`src/rtl/alu_arbiter.sv`:
```
// alu_arbiter: two-port front end for a single shared ALU.
//
// A request from one of two ports is granted in IDLE and its operands and
// opcode are captured into operand registers that drive the shared ALU. After
// one EXEC cycle the ALU result and zero flag are captured. The response is
// then presented to the granted port until it is accepted.
//
// Ports:
//   clk, rst_n                - clock, asynchronous active-low reset
//   req_valid/req_ready [1:0] - per-port request handshake (bit i = port i)
//   req_data1/req_data2       - per-port operands, port i at [i*WIDTH +: WIDTH]
//   req_op [7:0]              - per-port opcode, port i at [i*4 +: 4]
//   resp_valid/resp_ready     - per-port response handshake
//   resp_result, resp_zero    - registered ALU result and zero flag
//   alu_data1/2, alu_op       - operand registers driven to the shared ALU
//   alu_result, alu_zero      - combinational outputs of the shared ALU
//
// Configuration macro ALU_ARB_RR_EN:
//   defined   - round-robin between the ports, pointer flips on response exit
//   undefined - fixed priority, port 0 always wins a tie
module alu_arbiter #(
  parameter int WIDTH = 32
) (
  input  logic               clk,
  input  logic               rst_n,
  input  logic [1:0]         req_valid,
  output logic [1:0]         req_ready,
  input  logic [2*WIDTH-1:0] req_data1,
  input  logic [2*WIDTH-1:0] req_data2,
  input  logic [7:0]         req_op,
  output logic [1:0]         resp_valid,
  input  logic [1:0]         resp_ready,
  output logic [WIDTH-1:0]   resp_result,
  output logic               resp_zero,
  output logic [WIDTH-1:0]   alu_data1,
  output logic [WIDTH-1:0]   alu_data2,
  output logic [3:0]         alu_op,
  input  logic [WIDTH-1:0]   alu_result,
  input  logic               alu_zero
);

  typedef enum logic [1:0] {
    IDLE = 2'b00,
    EXEC = 2'b01,
    RESP = 2'b10
  } state_t;

  state_t           state_r;
  state_t           state_s;
  logic [WIDTH-1:0] data1_r;
  logic [WIDTH-1:0] data2_r;
  logic [3:0]       op_r;
  logic             grant_r;
  logic             winner_s;
  logic             req_hs_s;
  logic             resp_hs_s;
  logic [WIDTH-1:0] result_r;
  logic             zero_r;

`ifdef ALU_ARB_RR_EN
  // Priority pointer: port favoured when both ports request together.
  logic prio_r;

  // Pointer update: the port just served drops to lowest priority.
  always_ff @(posedge clk or negedge rst_n) begin
    if (!rst_n) begin
      prio_r <= 1'b0;
    end else if (resp_hs_s) begin
      prio_r <= ~grant_r;
    end else begin
      prio_r <= prio_r;
    end
  end

  // Round-robin winner selection; a lone requester always wins.
  always_comb begin
    winner_s = 1'b0;
    if (req_valid == 2'b11) begin
      winner_s = prio_r;
    end else if (req_valid[1]) begin
      winner_s = 1'b1;
    end else begin
      winner_s = 1'b0;
    end
  end
`else
  // Fixed-priority winner selection: port 0 beats port 1.
  always_comb begin
    winner_s = 1'b0;
    if (req_valid[0]) begin
      winner_s = 1'b0;
    end else if (req_valid[1]) begin
      winner_s = 1'b1;
    end else begin
      winner_s = 1'b0;
    end
  end
`endif

  // Next-state and handshake decode.
  always_comb begin
    state_s    = state_r;
    req_ready  = 2'b00;
    resp_valid = 2'b00;
    req_hs_s   = 1'b0;
    resp_hs_s  = 1'b0;
    case (state_r)
      IDLE: begin
        // Gated by rst_n so no ready is offered while reset is held.
        if (rst_n && (req_valid != 2'b00)) begin
          req_ready = winner_s ? 2'b10 : 2'b01;
          req_hs_s  = 1'b1;
          state_s   = EXEC;
        end else begin
          state_s = IDLE;
        end
      end
      EXEC: begin
        state_s = RESP;
      end
      RESP: begin
        resp_valid = grant_r ? 2'b10 : 2'b01;
        // Only the granted port's resp_ready can complete the response.
        if (resp_ready[grant_r]) begin
          resp_hs_s = 1'b1;
          state_s   = IDLE;
        end else begin
          state_s = RESP;
        end
      end
      default: begin
        state_s = IDLE;
      end
    endcase
  end

  // State register.
  always_ff @(posedge clk or negedge rst_n) begin
    if (!rst_n) begin
      state_r <= IDLE;
    end else begin
      state_r <= state_s;
    end
  end

  // Operand capture on request handshake; held otherwise.
  always_ff @(posedge clk or negedge rst_n) begin
    if (!rst_n) begin
      data1_r <= {WIDTH{1'b0}};
      data2_r <= {WIDTH{1'b0}};
      op_r    <= 4'b0000;
      grant_r <= 1'b0;
    end else if (req_hs_s) begin
      data1_r <= winner_s ? req_data1[2*WIDTH-1:WIDTH] : req_data1[WIDTH-1:0];
      data2_r <= winner_s ? req_data2[2*WIDTH-1:WIDTH] : req_data2[WIDTH-1:0];
      op_r    <= winner_s ? req_op[7:4] : req_op[3:0];
      grant_r <= winner_s;
    end else begin
      data1_r <= data1_r;
      data2_r <= data2_r;
      op_r    <= op_r;
      grant_r <= grant_r;
    end
  end

  // Result capture at the end of the single EXEC cycle.
  always_ff @(posedge clk or negedge rst_n) begin
    if (!rst_n) begin
      result_r <= {WIDTH{1'b0}};
      zero_r   <= 1'b0;
    end else if (state_r == EXEC) begin
      result_r <= alu_result;
      zero_r   <= alu_zero;
    end else begin
      result_r <= result_r;
      zero_r   <= zero_r;
    end
  end

  assign alu_data1   = data1_r;
  assign alu_data2   = data2_r;
  assign alu_op      = op_r;
  assign resp_result = result_r;
  assign resp_zero   = zero_r;

endmodule

```
`config.mk`:
```
export PLATFORM = sky130hd
export DESIGN_NAME = alu_arbiter
export DESIGN_NICKNAME = d
export VERILOG_FILES = /design/src/rtl/alu_arbiter.sv
export SDC_FILE = /design/constraint.sdc
export NUM_CORES = 1
export LEC_CHECK = 0
export ABC_AREA = 1
export CAP_MARGIN = 30
export CORE_UTILIZATION = 35
export CTS_CLUSTER_DIAMETER = 150
export CTS_CLUSTER_SIZE = 14
export DETAILED_ROUTE_END_ITERATION = 8
export MAX_ROUTING_LAYER = met4
export PLACE_DENSITY = 0.74
export SLEW_MARGIN = 20
export SYNTH_ARGS = -nofsm -noshare
export SYNTH_HDL_FRONTEND = slang
export SYNTH_SLANG_ARGS = --single-unit
```
`constraint.sdc`:
```
create_clock -name clk -period 2.5 [get_ports clk]
set_input_delay 0.5 -clock clk [delete_from_list [all_inputs] [get_ports clk]]
set_output_delay 0.5 -clock clk [all_outputs]
set_load 0.005 [all_outputs]
```
==> metrics, run 1 <==
largest net degree at the start of global routing 72; Cell Area, Synth ~0.005 mm²; Least-Margin Pin Slew 758 ps; postcts setup bufs 0; Clock Skews 6.77 ps; placed cell count 1111; CTS buffer count 9; row count 43; final core utilization 0.593; chip height 121 µm; status completed; synth warn 0; global-route wire length before repair 25600 µm; hpwl dp between 10000 and 15000 µm; hold crit path type primary input to async pin; leading cell type by number of instances after synthesis nand2_1; P&R area growth vs syn 65.7%; Multi-input gate area 0.00213 mm²; n_diodes 0; Synth top area share 0.524; Netlist cell types 15; P per Cell Area 935 mW/mm²; DRC Markers 0; Final WS setup 107 ps; critical path capture point type output pin; Clock Tree Buf Depth 2; Crit Path Category primary input to output pin; WP data arrival 1890 ps; fin nets around 1100; DR WL/cell 14.1 µm; Critical Path Sink req_ready[0]; Pre-antenna DRT Iters 4; area leader, netlist dfrtp_1; R2R depth 5; DR iter-0 viols 255; Worst-path clk slew 70 ps; Async SR Flop Fraction 1.00; vias in the first global route 5035; Tmin final roughly 2400 ps; critical path fanouts, max 5; worst-skew pair later-pin latency about 340 ps; # hold bufs at CTS 0; Slew HR 0.494; max-cap violation count 0; combinational share of power 0.436; Post-Layout Cell Count 1128; root buffer cell clkbuf_16; htree depth 3; Internal Pwr Total 0.00527 W; CTS sink count 104; Startpoint Class primary input; CTS tree built; Post-synth top cells nand2_1 (415), dfrtp_1 (104), nand3_1 (103); post-synthesis cell count 682; setup violators final 0; global route total overflow 0; syn nets 857; die area around 0.015 mm²; vias per cell 4.64; VDD IR-drop max 0.000366 V; Crit. Startpoint req_valid[0]; via count about 5200; RR Endpoint alu_data1[21]; final WL 16000 µm; Hold WS 168 ps; Leakage between 4 and 5 nW; register share of total power 0.376; remaining antenna violation count after routing 0; Switching Fraction 0.316; CORE AREA 0.0139 mm²; main flop type after synthesis dfrtp_1; RSZ-0062 raised after global routing no; final slew viol count 0; Final TNS setup 0 ps; Post-synth EDFFs 0; Seq/Total Area, Yosys 0.524; fillcell total 1342; RR Startpoint state_r[0]; Port-buffer cells 279; Period Utilization, post-route 0.957; register bit total from synthesis 104; Worst R2R Setup Slack around 800 ps; Crit path required time 2000 ps; Synth area leaders dfrtp_1 (52%), nand2_1 (31%), nand3_1 (10%); register area about 0.0026 mm²; Starting Density 0.358; Clk pwr share 0.188; I/O pins 280; Net Sw Power 0.00244 W; highest achievable clock rate about 420 MHz; Place WS 93.5 ps; Total GRT Usage 0.233; # resized after CTS 0; die extent in x approximately 120 µm; final hold viol count 0; syn avg cell area 7.29 µm²; initial antenna violation count 0; fraction of layout cells with a size suffix above 1 0.0411; RD Place Congestion 0.800
cell usage in the layout (no fill, tap or decap):
master           Yosys  routed
clkbuf_16            0       9
nand3_1            103     102
clkdlybuf4s50_1      0     277
clkinvlp_4           0       1
inv_2                1       1
a21oi_1              1       1
clkinv_2             0       1
clkinv_1             1       1
nand3_2              0       1
nor2_1               4       4
buf_2               18       1
nand4_1              1       1
clkbuf_1            16       1
buf_16               0       1
dfrtp_1            104     104
nor2_4               2       2
nand2_2              0       1
nand2_1            415     414
inv_6                0       1
bufinv_16            0       1
inv_1                4       4
buf_12               0       1
clkbuf_8             0       2
buf_4                3      16
area by class of cell:
type | instances | share of cell area
clock buffers | 12 | 0.0312
clock inverters | 4 | 0.00623
inverters | 6 | 0.00274
multi-input cells | 526 | 0.259
flip-flops and latches | 104 | 0.316
well taps | 180 | 0.0274
repair buffers | 296 | 0.358
through the flow:
stage	total power, W	instance area [µm²]
global route	0.00827	8230
CTS	0.00780	8210
detailed placement	0.00630	7900
finish	0.00770	8230
floorplan	0.00407	4970
global placement	0.00625	7900
worst min-delay path by stage:
stage                    start         endpoint  slack, ps  cells past startpoint
3_5_place_dp   resp_result[10]  resp_result[10]        460                      2
6_report                 rst_n       state_r[1]        170                      2
4_1_cts                  rst_n    alu_data1[13]        240                      2
3_3_place_gp         resp_zero        resp_zero        450                      2
2_1_floorplan            rst_n     alu_data1[0]        200                      0
5_1_grt                  rst_n       state_r[1]        180                      2
flip-flops by register name, summed over array words and instances, names as in the netlist:
signal and cells:
alu_op 4, resp_result 32, alu_data1 32, resp_zero 1, grant_r 1, state_r 2, alu_data2 32
logic make-up after synthesis:
family | Yosys count | synth area share
simple gates | 525 | 0.426
compound gates | 1 | 0.00101
buf+inv | 52 | 0.0491
flops | 104 | 0.524
critical path: stages:
cell and delay [ps]:
clkdlybuf4s50_1 500, inv_2 60, nand2_1 80, nand3_2 60, a21oi_1 110, clkdlybuf4s50_1 580
metal layers:
layer	up-vias	routed length, µm	track usage	share of wire
li1	2637	-	-	-
met1	2352	6840	0.291	0.43
met2	217	7430	0.365	0.47
met3	25	1300	0.0564	0.082
met4	0	384	0.0856	0.024
met5	-	0	-	0
power by group through the flow:
stage	Combinational, W	Clock (W)	Sequential [W]
final	0.00336	0.00145	0.00290
after global placement	0.00336	0	0.00289
after CTS	0.00341	0.00150	0.00290
after floorplan	0.00112	0	0.00295
after global routing	0.00372	0.00155	0.00300
after detailed placement	0.00339	0	0.00291
No activity file was read; power rests on OpenSTA's default activity.
==> inputs of run 2 (changes only) <==
CAP_MARGIN = unset   (was 30)
==> metrics, run 2 (synthesis results as in run 1) <==
status completed; hpwl dp 11100 µm (unchanged); max-cap violation count 0 (unchanged); VDD IR-drop max 0.000368 V (+0.48%); die area 0.0147 mm² (unchanged); vias per cell 4.64 (about the same); global route total overflow 0 (unchanged); setup violators final 0 (unchanged); met1 global-route usage 0.291 (unchanged); R2R depth 5 (unchanged); htree depth 3 (unchanged); final slew viol count 0 (unchanged); Period Utilization, post-route 0.957 (about the same); die extent in x 121 µm (unchanged); initial antenna violation count 0 (unchanged); leading cell type in the layout, fill and taps excluded nand2_1; Area after DPL 0.00790 mm² (unchanged); WP data arrival 1890 ps (about the same); Hold WS 235 ps (+66.3 ps); Worst R2R Setup Slack 800 ps (about the same); highest-count cells in the layout ignoring fill and taps nand2_1 (414), clkdlybuf4s50_1 (277), dfrtp_1 (104), nand3_1 (102), buf_4 (16); met2 usage 0.365 (unchanged); RD Place Congestion 0.800 (unchanged); highest achievable clock rate 418 MHz (about the same); hold crit path type primary input to async pin; Startpoint Class primary input; n_diodes 0 (unchanged); worst path bufs/invs 3 (unchanged); Crit path required time 2000 ps (about the same); RSZ-0062 raised after global routing no; largest net degree at the start of global routing 72 (unchanged); global-route wire length before repair 25600 µm (unchanged); CORE AREA 0.0139 mm² (unchanged); final core utilization 0.591 (-0.00198); Worst path slowest cell clkdlybuf4s50_1; I/O pins 280 (unchanged); Top delay family on crit path buffers and inverters; DR iter-0 viols 282 (+11%); row count 43 (unchanged); P per Cell Area 938 mW/mm² (+0.26%); DR WL/cell 14.2 µm (+0.28%); critical path capture point type output pin; Starting Density 0.358 (unchanged); Critical Path Sink req_ready[0]; Tmin final 2390 ps (-0.0290 ps); worst-path cell chain clkdlybuf4s50_1, inv_2, nand2_1, nand3_2, a21oi_1, clkdlybuf4s50_1; final hold viol count 0 (unchanged); P&R area growth vs syn 65.1%; worst-skew pair later-pin latency 340 ps (about the same); Leakage 4.11 nW (-0.31%); chip height 121 µm (unchanged); Port-buffer cells 279 (unchanged); vias in the first global route 5035 (unchanged); Crit path depth 6 (unchanged); RR Endpoint alu_data1[21]; fillcell total 1344 (+0.15%); DRC Markers 0 (unchanged); postcts setup bufs 0 (unchanged); Worst-path clk slew 70 ps (about the same); crit-path max cell delay 580 ps (about the same); GRT Max-Usage Layer met2; CTS sink count 104 (unchanged); fin nets 1117 (-0.089%); Pre-antenna DRT Iters 4 (unchanged); final WL 16000 µm (+0.19%); # resized after CTS 0 (unchanged); critical path fanouts, max 5 (unchanged); Clock Skews 6.62 ps (-0.153 ps); CTS tree built; Crit. Startpoint req_valid[0]; Crit Path Category primary input to output pin; met3 Use GR 0.0564 (unchanged); via count 5230 (-0.019%); Slew HR 0.385 (-0.109); CTS buffer count 9 (unchanged); most numerous cell on the critical path clkdlybuf4s50_1; remaining antenna violation count after routing 0 (unchanged); root buffer cell clkbuf_16; Final Cell Area 0.00821 mm² (-0.33%); Clock Tree Buf Depth 2 (unchanged); Least-Margin Pin Slew 922 ps (+164 ps); # hold bufs at CTS 0 (unchanged); fraction of layout cells with a size suffix above 1 0.0401 (-0.00101); Total GRT Usage 0.233 (unchanged); Final TNS setup 0 ps (unchanged); RR Startpoint state_r[0]
## run 2: cell count changes in the layout (fill, tap and decap cells not counted), sizes merged
cell and change:
buf -1
## run 2: report_power, final
group	switching (W)	leakage (nW)	internal, W
clock network	0.000612	0.149	0.000834
logic	0.00139	2.67	0.00197
registers	0.000437	1.30	0.00246
total	0.00243	4.11	0.00526
## run 2: layout make-up
| cell class | count | area (µm²) | share of cell area |
|---|---|---|---|
| clock buffers | 12 | 256 | 0.0313 |
| clock inverters | 4 | 51.3 | 0.00625 |
| inverters | 6 | 22.5 | 0.00274 |
| multi-input cells | 526 | 2130 | 0.260 |
| flip-flops and latches | 104 | 2600 | 0.317 |
| well taps | 180 | 225 | 0.0274 |
| repair buffers | 295 | 2920 | 0.356 |
## run 2: worst min-delay path by stage
stage	start	endpoint	slack, ps	cells after the start
floorplan	rst_n	alu_data1[0]	200	0
global placement	resp_zero	resp_zero	450	2
detailed placement	resp_result[10]	resp_result[10]	460	2
CTS	rst_n	alu_data1[13]	240	2
global route	rst_n	alu_data1[13]	270	2
finish	rst_n	alu_data1[9]	230	2
## run 2: stage by stage
stage	setup WS, ps	cells	power, W
detailed placement	93.5	1111	0.00630
global route	46.5	1127	0.00827
CTS	87.8	1127	0.00780
finish	107	1127	0.00770
global placement	105	1111	0.00625
floorplan	794	682	0.00407
## run 2: metal layers
metal | routed length, µm | vias up
li1 | - | 2636
met3 | 1340 | 23
met2 | 7420 | 213
met1 | 6850 | 2358
met5 | 0 | -
met4 | 378 | 0
==> inputs of run 3 (changes only) <==
CTS_CLUSTER_SIZE = unset   (was 14)
==> results of run 3 <==
No change in the layout: final DEF, timing and power equal those of run 2.
